===== src/rtl/conv_window_sched.sv =====
// Raster-order scheduler for the 3x3 convolution: issues 9 zero-padded taps per pixel, waits out
// the MAC latency, then writes the result to L0 through a req/gnt handshake. Optional: CONV_SCHED_PERF_EN.
module conv_window_sched #(
    parameter int IMG_W   = 64,
    parameter int IMG_H   = 64,
    parameter int AW      = 12,
    parameter int MAC_LAT = 2
) (
    input  logic          clk,
    input  logic          reset,
    input  logic          start,
    input  logic          wr_gnt,
    output logic [AW-1:0] iaddr,
    output logic          tap_valid,
    output logic          tap_zero,
    output logic [3:0]    tap_idx,
    output logic          acc_clr,
    output logic          wr_req,
    output logic [AW-1:0] res_addr,
    output logic          busy,
`ifdef CONV_SCHED_PERF_EN
    output logic [15:0]   perf_stall,
`endif
    output logic          done
);

    localparam int XW = $clog2(IMG_W);
    localparam int YW = $clog2(IMG_H);
    localparam int CW = AW / 2 + 1;
    localparam int DW = (MAC_LAT > 1) ? $clog2(MAC_LAT) : 1;

    localparam logic [XW-1:0] X_LAST = XW'(IMG_W - 1);
    localparam logic [YW-1:0] Y_LAST = YW'(IMG_H - 1);
    localparam logic signed [CW-1:0] X_MAX = CW'(IMG_W - 1);
    localparam logic signed [CW-1:0] Y_MAX = CW'(IMG_H - 1);

    typedef enum logic [2:0] {IDLE, FETCH, DRAIN, WRITE, DONE} state_t;

    // Returns {pad, addr}. Padding taps point at the centre pixel so the address never wraps.
    function automatic logic [AW:0] tap_lookup(input logic [XW-1:0] x, input logic [YW-1:0] y,
                                               input logic [3:0] k);
        logic signed [CW-1:0] dy, dx, yy, xx;
        logic                 in_b;
        if (k < 4'd3)      dy = '1;
        else if (k < 4'd6) dy = '0;
        else               dy = CW'(1);
        case (k)
            4'd0, 4'd3, 4'd6: dx = '1;
            4'd1, 4'd4, 4'd7: dx = '0;
            default:          dx = CW'(1);
        endcase
        yy   = CW'(y) + dy;
        xx   = CW'(x) + dx;
        in_b = !yy[CW-1] && (yy <= Y_MAX) && !xx[CW-1] && (xx <= X_MAX);
        return in_b ? {1'b0, AW'({yy[YW-1:0], xx[XW-1:0]})} : {1'b1, AW'({y, x})};
    endfunction

    state_t          state_q, state_d;
    logic [XW-1:0]   x_q, x_d;
    logic [YW-1:0]   y_q, y_d;
    logic [3:0]      k_q, k_d;
    logic [DW-1:0]   dcnt_q, dcnt_d;
    logic [AW-1:0]   iaddr_q, iaddr_d, res_addr_q, res_addr_d;
    logic [3:0]      tap_idx_q, tap_idx_d;
    logic            tap_valid_q, tap_valid_d, tap_zero_q, tap_zero_d, acc_clr_q, acc_clr_d;
    logic            wr_req_q, wr_req_d, busy_q, busy_d, done_q, done_d;
    logic [AW:0]     tap;
`ifdef CONV_SCHED_PERF_EN
    logic [15:0]     perf_stall_q, perf_stall_d;
`endif

    // NOTE: every always_comb target gets a default first, so no path can infer a latch.
    always_comb begin
        state_d = state_q;
        x_d     = x_q;
        y_d     = y_q;
        k_d     = k_q;
        dcnt_d  = dcnt_q;
        case (state_q)
            IDLE: if (start) begin
                state_d = FETCH;
                x_d     = '0;
                y_d     = '0;
                k_d     = '0;
            end
            FETCH: if (k_q == 4'd8) begin
                state_d = DRAIN;
                dcnt_d  = '0;
            end else begin
                k_d = k_q + 4'd1;
            end
            DRAIN: if (dcnt_q == DW'(MAC_LAT - 1)) state_d = WRITE;
                   else dcnt_d = dcnt_q + 1'b1;
            WRITE: if (wr_gnt) begin
                x_d     = x_q + 1'b1;
                k_d     = '0;
                if (x_q == X_LAST) y_d = y_q + 1'b1;
                state_d = (x_q == X_LAST && y_q == Y_LAST) ? DONE : FETCH;
            end
            DONE:    state_d = IDLE;
            default: state_d = IDLE;
        endcase

        // Outputs are computed from the next state so they can be registered without lag.
        tap         = tap_lookup(x_d, y_d, k_d);
        tap_valid_d = (state_d == FETCH);
        tap_idx_d   = tap_valid_d ? k_d : 4'd0;
        tap_zero_d  = tap_valid_d & tap[AW];
        iaddr_d     = tap_valid_d ? tap[AW-1:0] : '0;
        acc_clr_d   = tap_valid_d && (k_d == 4'd0);
        wr_req_d    = (state_d == WRITE);
        res_addr_d  = wr_req_d ? AW'({y_d, x_d}) : '0;
        busy_d      = state_d inside {FETCH, DRAIN, WRITE};
        done_d      = (state_d == DONE);

`ifdef CONV_SCHED_PERF_EN
        perf_stall_d = perf_stall_q;
        if (state_q == IDLE && start)
            perf_stall_d = '0;
        else if (state_q == WRITE && !wr_gnt && perf_stall_q != 16'hFFFF)
            perf_stall_d = perf_stall_q + 16'd1;
`endif
    end

    // NOTE: sequential state uses non-blocking assignments so all flops update from pre-edge values.
    always_ff @(posedge clk or negedge reset) begin
        if (!reset) begin
            state_q     <= IDLE;
            x_q         <= '0;
            y_q         <= '0;
            k_q         <= '0;
            dcnt_q      <= '0;
            iaddr_q     <= '0;
            tap_valid_q <= 1'b0;
            tap_zero_q  <= 1'b0;
            tap_idx_q   <= '0;
            acc_clr_q   <= 1'b0;
            wr_req_q    <= 1'b0;
            res_addr_q  <= '0;
            busy_q      <= 1'b0;
            done_q      <= 1'b0;
`ifdef CONV_SCHED_PERF_EN
            perf_stall_q <= '0;
`endif
        end else begin
            state_q     <= state_d;
            x_q         <= x_d;
            y_q         <= y_d;
            k_q         <= k_d;
            dcnt_q      <= dcnt_d;
            iaddr_q     <= iaddr_d;
            tap_valid_q <= tap_valid_d;
            tap_zero_q  <= tap_zero_d;
            tap_idx_q   <= tap_idx_d;
            acc_clr_q   <= acc_clr_d;
            wr_req_q    <= wr_req_d;
            res_addr_q  <= res_addr_d;
            busy_q      <= busy_d;
            done_q      <= done_d;
`ifdef CONV_SCHED_PERF_EN
            perf_stall_q <= perf_stall_d;
`endif
        end
    end

    assign iaddr     = iaddr_q;
    assign tap_valid = tap_valid_q;
    assign tap_zero  = tap_zero_q;
    assign tap_idx   = tap_idx_q;
    assign acc_clr   = acc_clr_q;
    assign wr_req    = wr_req_q;
    assign res_addr  = res_addr_q;
    assign busy      = busy_q;
    assign done      = done_q;
`ifdef CONV_SCHED_PERF_EN
    assign perf_stall = perf_stall_q;
`endif

endmodule


===== config.mk =====
export PLATFORM = sky130hd
export DESIGN_NAME = conv_window_sched
export DESIGN_NICKNAME = d
export VERILOG_FILES = /design/src/rtl/conv_window_sched.sv
export SDC_FILE = /design/constraint.sdc
export NUM_CORES = 1
export LEC_CHECK = 0
export BUFFER_PORTS_ARGS = -buffer_cell sky130_fd_sc_hd__buf_2
export CAP_MARGIN = 20
export CORE_MARGIN = 8
export CORE_UTILIZATION = 45
export DETAILED_ROUTE_END_ITERATION = 6
export HOLD_SLACK_MARGIN = 0.02
export REMOVE_ABC_BUFFERS = 1
export SKIP_CTS_REPAIR_TIMING = 1
export SYNTH_ARGS = -nofsm -noshare
export SYNTH_HDL_FRONTEND = slang
export SYNTH_SLANG_ARGS = --single-unit

===== constraint.sdc =====
create_clock -name clk -period 4.2 [get_ports clk]
set_input_delay 0.42 -clock clk [delete_from_list [all_inputs] [get_ports clk]]
set_output_delay 0.42 -clock clk [all_outputs]
set_load 0.01 [all_outputs]

==> flow_metrics.env, run 1 <==
export IMPL_avgRoutedWirePerCell_um=14.80
export IMPL_core_area_mm2=0.006350
export IMPL_ios=38
export IMPL_worstHoldPathType="in2async"
export IMPL_synth_top_area_share=0.4578
export IMPL_ir_drop_v=0.0005333
export IMPL_totalWireLength_um=6394
export IMPL_die_w_um=96.99
export IMPL_antenna_cells=0
export IMPL_post_dp_hpwl_um=4580
export IMPL_worst_setup_path_start_kind="register"
export IMPL_cts_tree="done"
export IMPL_postPlaceCellArea_mm2=0.003301
export IMPL_grt_antenna_before_repair=0
export IMPL_syn_inst=297
export IMPL_synth_cell_types=56
export IMPL_clock_sinks=54
export IMPL_avgSynthCellArea_um2=9.938
export IMPL_critical_path_max_fanout=12
export IMPL_die_area_mm2=0.009407
export IMPL_fillers=557
export IMPL_finClkSkew_ns=0.003590
export IMPL_yosysWarnings=0
export IMPL_final_nets=376
export IMPL_synth_seq_area_share=0.4578
export IMPL_tightestPinTransition_ns=0.6702
export IMPL_ys_top_cells_by_area="dfrtp_1, ha_1, nand2_1"
export IMPL_multi_input_comb_area_mm2=0.001500
export IMPL_critical_path_cell_chain="inv_1 > ha_1 > and3b_4 > and3_1 > a211o_4 > xnor2_4 > o21ai_0 > nand2_1 > ha_1 > inv_1 > fa_1 > nand2b_1 > a21oi_2 > o22ai_2 > xnor2_1 > o21ai_0 > a22oi_4 > buf_12 > and2_1"
export IMPL_firstDrtPassIters=4
export IMPL_crit_path_end_kind="register"
export IMPL_grt_pass1_wl_um=11050
export IMPL_synth_top_area_cell="dfrtp_1"
export IMPL_rows=29
export IMPL_dp_slack_ns=0.03174
export IMPL_numCtsBuffers=5
export IMPL_rrSetupSlack_ns=0.22
export IMPL_synth_seq_cells=54
export IMPL_gp_congestion=0.8158
export IMPL_period_needed_ns=3.983
export IMPL_synth_most_common_cell="dfrtp_1"
export IMPL_critical_path_slowest_cell="dfrtp_1"
export IMPL_drv_slew=0
export IMPL_register_area_mm2=0.001354
export IMPL_regToRegStartpoint="k_q[1]$_DFF_PN0_"
export IMPL_p_per_area_mw_per_mm2=814.0
export IMPL_synth_ff_type="dfrtp_1"
export IMPL_post_route_util=0.5474
export IMPL_ys_top_cells_by_count="dfrtp_1, nand2_1, inv_1, o21ai_0"
export IMPL_max_cap_violations=0
export IMPL_vias=2258
export IMPL_clock_fmax_ghz=0.2511
export IMPL_worstSkewPairLatency_ns=0.31
export IMPL_grt_usage=0.1389
export IMPL_finish_instance_area_mm2=0.003476
export IMPL_clk_pin_slew_ns=0.10
export IMPL_synth_edf_count=0
export IMPL_reg2reg_to="tap_zero$_DFF_PN0_"
export IMPL_root_buffer="clkbuf_8"
export IMPL_status="finished clean"
export IMPL_cp_required_ns=4.41
export IMPL_slowest_delay_ns=0.42
export IMPL_port_buffer_count=37
export IMPL_ant_nets=0
export IMPL_drt_initial_drc_count=103
export IMPL_h_tree_depth=2
export IMPL_startpoint="k_q[1]$_DFF_PN0_"
export IMPL_layout_drive_gt1_share=0.2563
export IMPL_grt_pass1_vias=2268
export IMPL_endpoint="tap_zero$_DFF_PN0_"
export IMPL_hold_viol=0
export IMPL_cts_max_path_buffers=2
export IMPL_gr_total_overflow=0
export IMPL_grt_max_degree=55
export IMPL_async_flop_share=1.000
export IMPL_synth_cell_area_mm2=0.002952
export IMPL_setup_ws_ns=0.2170
export IMPL_setup_violations=0
export IMPL_r2r_cells=19
export IMPL_drc=0
export IMPL_die_y_um=96.99
export IMPL_start_util=0.4648
export IMPL_final_cells=432
export IMPL_dp_cells=419
export IMPL_leakagePower_nw=1.808
export IMPL_crit_type="reg2reg"
export IMPL_max_slew_margin=0.5532
export IMPL_syn2layout_area_growth_pct=17.76
export IMPL_min_period_over_period=0.9483
export IMPL_via_per_inst=5.227
export IMPL_worstPathArrival_ns=4.19
-- report_power, final --
| part | internal (mW) | switching, mW |
|---|---|---|
| clock network | 0.118 | 0.177 |
| registers | 0.639 | 0.0579 |
| logic | 0.815 | 1.02 |
-- state kept, by name (all words and copies together), names as in the netlist --
signal,cells
iaddr,12
done,1
tap_valid,1
wr_req,1
res_addr,12
busy,1
x_q,6
k_q,4
state_q,3
y_q,6
tap_zero,1
dcnt_q,1
tap_idx,4
acc_clr,1
-- critical path: cells and delay by family (launching register included) --
family,cells,cell delay (ns)
xor gates and xnor gates,2,0.32
buffers and inverters,3,0.30
and+or+nand+nor,5,0.87
adders and majority gates,3,0.76
AOI/OAI and AO/OA,6,1.20
DFF,1,0.42
-- kinds of logic (layout without fill, tap and decap cells) --
family / count (synthesis) / after routing / share of synthesized area
multiplexers: 14 / 14 / 0.04748
adder cells (fa/ha/maj): 18 / 18 / 0.08139
buffers and inverters: 28 / 86 / 0.05002
flip-flops: 54 / 54 / 0.4578
AO/OA/AOI/OAI: 64 / 64 / 0.1446
AND/OR/NAND/NOR: 111 / 111 / 0.1925
XOR/XNOR: 8 / 8 / 0.02628
-- cell type report --
| cell class | instances | share of cell area |
|---|---|---|
| Sequential cell | 54 | 0.3895 |
| Timing Repair Buffer | 60 | 0.1066 |
| Multi-Input combinational cell | 215 | 0.4316 |
| Tap cell | 77 | 0.02772 |
| Clock buffer | 5 | 0.01980 |
| Clock inverter | 3 | 0.005400 |
| Inverter | 18 | 0.01944 |
-- layer usage --
metal / up-vias / wire length [µm] / GRT usage
li1: 1143 / - / -
met1: 1065 / 3098 / 0.1868
met2: 42 / 2982 / 0.2141
met3: 8 / 221 / 0.03058
met4: 0 / 91 / 0.04734
met5: - / 0 / 0
-- layout by cell type, fill, tap and decap left out, types with 2 or more instances in the layout --
master / count
ha_1: 16
nand4_1: 2
buf_2: 37
dfrtp_2: 2
mux2i_1: 14
o21ai_1: 2
clkinv_2: 2
a21o_1: 5
nor2b_1: 11
and3_1: 5
o21ai_0: 17
fa_1: 2
nand2b_1: 5
clkbuf_8: 5
nand2_1: 46
nor3_1: 5
nor2_1: 14
o31ai_1: 2
o21bai_1: 4
xnor2_1: 6
a21oi_1: 14
buf_4: 22
a32o_1: 2
a31oi_1: 2
a21oi_2: 2
nand3_1: 7
or2_2: 2
o211ai_1: 2
inv_1: 17
and2_1: 2
dfrtp_1: 52
-- how the worst min path moves through the flow --
stage | startpoint | to | slack, ns | cells after the start
floorplan | reset | acc_clr$_DFF_PN0_ | 0.12 | 0
global placement | dcnt_q$_DFFE_PN0P_ | dcnt_q$_DFFE_PN0P_ | 0.50 | 2
detailed placement | dcnt_q$_DFFE_PN0P_ | dcnt_q$_DFFE_PN0P_ | 0.52 | 2
CTS | reset | tap_zero$_DFF_PN0_ | 0.24 | 2
global route | reset | iaddr[8]$_DFF_PN0_ | 0.28 | 2
finish | reset | tap_zero$_DFF_PN0_ | 0.22 | 2
-- metrics by stage --
step | total power [mW] | TNS [ns] | hold WS [ns]
finish | 2.829 | 0 | 0.2220
global placement | 2.414 | 0 | 0.5018
floorplan | 1.948 | 0 | 0.1244
detailed placement | 2.440 | 0 | 0.5204
global route | 3.107 | -0.2620 | 0.2794
CTS | 2.752 | 0 | 0.2424
Power figures use the tool's default switching activity.
==> run 2: changes to the inputs <==
- PLACE_DENSITY: not set -> 0.73
- RECOVER_POWER: not set -> 100
==> run 2 against run 1 <==
Against the previous run: hold slack improved by 0.33 ns; critical endpoint is now iaddr[4]$_DFF_PN0_; critical path type unchanged; clock power up 25%; highest routed layer unchanged; core utilization fell by 0.079 points; fmax fell by 1.5%; the run now ends with capacitance limit, slew limit left; clock skew rose by 0.0028 ns; combinational power up 7%; non-clock buffer count decreased by 4.
==> flow_metrics.env, run 2 (synthesis gave the netlist of run 1 again) <==
export IMPL_min_period_over_period=0.9623
export IMPL_start_util=0.4648
export IMPL_clock_sinks=54
export IMPL_max_cap_violations=1
export IMPL_slowest_delay_ns=0.45
export IMPL_critical_path_cell_chain="inv_1 > ha_1 > and3b_4 > and3_1 > a211o_4 > xnor2_4 > nand2_1 > o211ai_1 > inv_1 > ha_1 > o21ai_1 > a21oi_4 > o22ai_4 > nand3b_1 > o211ai_2 > a22oi_4 > buf_12 > mux2i_2"
export IMPL_intPower_mw=1.696
export IMPL_numCtsBuffers=5
export IMPL_worst_setup_path_start_kind="register"
export IMPL_critical_path_max_fanout=8
export IMPL_h_tree_depth=2
export IMPL_hold_viol=0
export IMPL_finalSetupTns_ns=0
export IMPL_ant_nets=0
export IMPL_ir_drop_v=0.0003803
export IMPL_clk_pin_slew_ns=0.11
export IMPL_cp_buffers_inverters=3
export IMPL_vias=2270
export IMPL_max_slew_margin=-0.8764
export IMPL_drc=0
export IMPL_finClkSkew_ns=0.006354
export IMPL_antenna_cells=0
export IMPL_gp_congestion=0.8464
export IMPL_core_area_mm2=0.006350
export IMPL_critPathTopFamily="compound AO/OA/AOI/OAI gates"
export IMPL_port_buffer_count=37
export IMPL_grt_max_degree=55
export IMPL_die_area_mm2=0.009407
export IMPL_gr_total_overflow=0
export IMPL_final_nets=372
export IMPL_grt_pass1_vias=2226
export IMPL_post_dp_hpwl_um=4452
export IMPL_p_sw_mw=1.350
export IMPL_swShare=0.4431
export IMPL_final_cell_mix="dfrtp_1, nand2_1, clkbuf_1"
export IMPL_period_needed_ns=4.042
export IMPL_p_per_area_mw_per_mm2=877.6
export IMPL_die_w_um=96.99
export IMPL_crit_type="reg2reg"
export IMPL_power_clock_fraction=0.121
export IMPL_leakagePower_nw=1.656
export IMPL_drt_initial_drc_count=105
export IMPL_layout_drive_gt1_share=0.1567
export IMPL_rows=29
export IMPL_cts_tree="done"
export IMPL_clock_fmax_ghz=0.2474
export IMPL_worstHoldPathType="reg2reg"
export IMPL_worstPathArrival_ns=4.27
export IMPL_pwr_share_seq=0.232
export IMPL_totalWireLength_um=6591
export IMPL_p_total_mw=3.046
export IMPL_firstDrtPassIters=4
export IMPL_die_y_um=96.99
export IMPL_worstSkewPairLatency_ns=0.31
export IMPL_status="finished, violations left"
export IMPL_tightestPinTransition_ns=2.815
export IMPL_avgRoutedWirePerCell_um=15.40
export IMPL_syn2layout_area_growth_pct=17.59
export IMPL_root_buffer="clkbuf_8"
export IMPL_setup_violations=0
export IMPL_layout_commonest_cell="dfrtp_1"
export IMPL_ios=38
export IMPL_via_per_inst=5.304
export IMPL_pwr_share_comb=0.647
export IMPL_cts_max_path_buffers=2
export IMPL_grt_pass1_wl_um=10620
export IMPL_grt_usage=0.1344
export IMPL_violations="capacitance limit, slew limit"
export IMPL_drv_slew=55
export IMPL_critical_path_slowest_cell="dfrtp_1"
export IMPL_crit_path_end_kind="register"
export IMPL_grt_antenna_before_repair=0
export IMPL_cp_required_ns=4.43
[run 2: cell types whose count changed in the layout (fill, tap and decap cells not counted), moves of 2 or more]
cell / before / now
clkbuf_1: 0 / 35
buf_2: 37 / 3
buf_4: 22 / 16
clkinv_2: 2 / 0
o21ai_0: 17 / 15
o21ai_1: 2 / 4
[run 2: path summary, 6_finish.rpt]
check | cells after the start | slack, ns | endpoint | startpoint
max in group asynchronous | 2 | 1.32 | state_q[1]$_DFF_PN0_ | reset
min reg2reg | 2 | 0.55 | dcnt_q$_DFFE_PN0P_ | dcnt_q$_DFFE_PN0P_
min in group asynchronous | 2 | 1.09 | tap_valid$_DFF_PN0_ | reset
max reg2reg | 18 | 0.16 | iaddr[4]$_DFF_PN0_ | k_q[0]$_DFF_PN0_
min | 2 | 0.55 | dcnt_q$_DFFE_PN0P_ | dcnt_q$_DFFE_PN0P_
max | 18 | 0.16 | iaddr[4]$_DFF_PN0_ | k_q[0]$_DFF_PN0_
[run 2: routing by layer]
layer / GRT usage / routed length, µm
met5: 0 / 0
met3: 0.02845 / 335
met1: 0.1725 / 3062
met4: 0.04970 / 96
met2: 0.2161 / 3096
[run 2: through the flow]
stage	hold slack, ns	instance area (µm²)	cells	setup slack [ns]	util
floorplan	0.1244	2872	287	0.4132	-
global placement	0.4973	3263	414	0.1912	0.5139
detailed placement	0.5311	3263	414	0.08741	0.5139
CTS	0.2349	3381	422	0.05477	0.5324
global route	0.6032	3471	428	-0.04982	0.5466
finish	0.5535	3471	428	0.1582	0.5466
[run 2: power by group through the flow]
stage | sequential (mW) | clock [mW] | combinational (mW)
detailed placement | 0.711 | 0 | 1.71
global placement | 0.708 | 0 | 1.66
CTS | 0.701 | 0.378 | 1.73
floorplan | 0.742 | 0 | 1.21
finish | 0.707 | 0.368 | 1.97
global route | 0.721 | 0.395 | 2.17
[run 2: final cells by class]
class                      count  area, µm²
sequential                    54       1354
multi-input combinational    215       1524
tap                           77      96.34
clock buffer                   5      68.82
timing repair buffer          56      311.5
fill                         582       2879
inverter                      18      67.56
clock inverter                 3      48.80
[run 2: worst register-to-register path, stage by stage (launching register included)]
cell	delay [ns]
dfrtp_1	0.45
inv_1	0.08
ha_1	0.22
and3b_4	0.22
and3_1	0.19
a211o_4	0.37
xnor2_4	0.18
nand2_1	0.07
o211ai_1	0.16
inv_1	0.18
ha_1	0.37
o21ai_1	0.27
a21oi_4	0.07
o22ai_4	0.17
nand3b_1	0.17
o211ai_2	0.11
a22oi_4	0.27
buf_12	0.17
mux2i_2	0.25
==> run 3: changes to the inputs <==
- PLACE_DENSITY: 0.73 -> not set
==> run 3 against run 2 <==
Against the previous run: the run still ends with capacitance limit, slew limit left; sequential cell count unchanged; register-to-register slack better by 0.06 ns; worst setup slack better by 0.062 ns; core utilization down 0.73 points; critical path type unchanged; sequential power down 1%; clock power down 21%; largest power group unchanged; combinational power down 8%; first-iteration DRC count up 13%; critical path depth up 1; via count down 1.2%.
==> flow_metrics.env, run 3 (synthesis gave the netlist of run 1 again) <==
export IMPL_cts_tree="done"
export IMPL_grt_pass1_vias=2268
export IMPL_post_route_util=0.5393
export IMPL_route_met3_wl_um=244
export IMPL_core_area_mm2=0.006350
export IMPL_met2_length_um=2988
export IMPL_clock_fmax_ghz=0.2513
export IMPL_totalWireLength_um=6374
export IMPL_via_per_inst=5.192
export IMPL_worstSkewPairLatency_ns=0.31
export IMPL_hold_end="dcnt_q$_DFFE_PN0P_"
export IMPL_r2r_cells=19
export IMPL_min_period_over_period=0.9475
export IMPL_grt_antenna_before_repair=0
export IMPL_whs_path_depth=2
export IMPL_clk_pin_slew_ns=0.10
export IMPL_rows=29
export IMPL_die_y_um=96.99
export IMPL_finClkSkew_ns=0.005242
export IMPL_worstPathArrival_ns=4.19
export IMPL_met1_length_um=3052
export IMPL_antenna_cells=0
export IMPL_gp_congestion=0.8158
export IMPL_gr_total_overflow=0
export IMPL_layout_commonest_cell="dfrtp_1"
export IMPL_ir_drop_v=0.0005319
export IMPL_crit_type="reg2reg"
export IMPL_status="finished, violations left"
export IMPL_leakagePower_nw=1.672
export IMPL_crit_path_end_kind="register"
export IMPL_grt_pass1_wl_um=11050
export IMPL_post_dp_hpwl_um=4580
export IMPL_grt_max_degree=55
export IMPL_p_per_area_mw_per_mm2=817.2
export IMPL_violations="capacitance limit, slew limit"
export IMPL_cp_required_ns=4.41
export IMPL_avgRoutedWirePerCell_um=14.75
export IMPL_tightestPinTransition_ns=2.814
export IMPL_max_slew_margin=-0.8759
export IMPL_final_cell_mix="dfrtp_1, nand2_1, clkbuf_1"
export IMPL_fillers=587
export IMPL_hold_viol=0
export IMPL_vias=2243
export IMPL_drv_slew=55
export IMPL_setup_violations=0
export IMPL_die_area_mm2=0.009407
export IMPL_grt_usage=0.1389
export IMPL_reg2reg_to="tap_zero$_DFF_PN0_"
export IMPL_final_nets=376
export IMPL_worstHoldPathType="reg2reg"
export IMPL_startpoint="k_q[1]$_DFF_PN0_"
export IMPL_root_buffer="clkbuf_8"
export IMPL_rrSetupSlack_ns=0.22
export IMPL_die_w_um=96.99
export IMPL_drc=0
export IMPL_drt_initial_drc_count=119
export IMPL_worst_setup_path_start_kind="register"
export IMPL_dr_max_layer_used="met4"
export IMPL_ant_nets=0
export IMPL_numCtsBuffers=5
export IMPL_clock_sinks=54
export IMPL_ios=38
export IMPL_hold_path_startpoint="dcnt_q$_DFFE_PN0P_"
export IMPL_period_needed_ns=3.980
export IMPL_start_util=0.4648
export IMPL_h_tree_depth=2
export IMPL_syn2layout_area_growth_pct=16.02
export IMPL_port_buffer_count=37
export IMPL_critical_path_max_fanout=12
export IMPL_firstDrtPassIters=4
export IMPL_final_cells=432
export IMPL_layout_drive_gt1_share=0.1549
export IMPL_max_cap_violations=1
export IMPL_dp_cells=419
export IMPL_cts_max_path_buffers=2
export IMPL_regToRegStartpoint="k_q[1]$_DFF_PN0_"
==> run 3: cell count changes in the layout (fill, tap and decap cells not counted), sizes merged <==
cell	before	now
clkinv	0	2
bufinv	1	0
clkinvlp	1	0
clkbuf	41	40
buf	20	25
==> run 3: report_power, final <==
part           internal (mW)  leakage (nW)  total, mW  switching, mW
Sequential             0.639         0.717      0.700         0.0605
Clock                  0.118        0.0483      0.292          0.175
Combinational          0.792         0.907       1.81           1.01
==> run 3: worst max-delay path by stage <==
stage	end	slack (ns)	cells past startpoint
global route	iaddr[9]$_DFF_PN0_	-0.05	19
CTS	tap_zero$_DFF_PN0_	0.04	17
global placement	tap_zero$_DFF_PN0_	0.21	17
detailed placement	tap_zero$_DFF_PN0_	0.03	17
floorplan	iaddr[0]$_DFF_PN0_	0.41	18
finish	tap_zero$_DFF_PN0_	0.22	19
==> run 3: final cells by class <==
type                    count  area, µm²  share of cell area
multi-input cells         215       1495              0.4366
flip-flops and latches     54       1354              0.3953
repair buffers             60      324.1             0.09463
well taps                  77      96.34             0.02813
clock buffers               5      68.82             0.02010
inverters                  18      67.56             0.01973
clock inverters             3      18.77            0.005480
==> run 3: critical path: stages (launching register included) <==
cell and delay (ns):
dfrtp_1 0.42, inv_1 0.07, ha_1 0.19, and3b_4 0.21, and3_1 0.20, a211o_4 0.34
xnor2_4 0.18, o21ai_0 0.11, nand2_1 0.09, ha_1 0.17, inv_1 0.06, fa_1 0.40
nand2b_1 0.21, a21oi_2 0.19, o22ai_2 0.14, xnor2_1 0.14, o21ai_0 0.31, a22oi_4 0.11
buf_12 0.17, and2_1 0.16
==> run 3: stage by stage <==
step	setup WS [ns]	TNS (ns)	power, mW	hold WS [ns]	instance area, µm²
global route	-0.04753	-0.2621	3.083	0.5751	3425
detailed placement	0.03174	0	2.440	0.5204	3301
floorplan	0.4132	0	1.948	0.1244	2872
CTS	0.04045	0	2.752	0.2424	3388
finish	0.2204	0	2.798	0.5366	3425
global placement	0.2114	0	2.414	0.5018	3301
==> run 3: routing by layer <==
| metal | track usage | vias to the layer above |
|---|---|---|
| met5 | 0 | - |
| met4 | 0.04734 | 0 |
| met3 | 0.03058 | 6 |
| met2 | 0.2141 | 45 |
| met1 | 0.1868 | 1046 |
| li1 | - | 1146 |
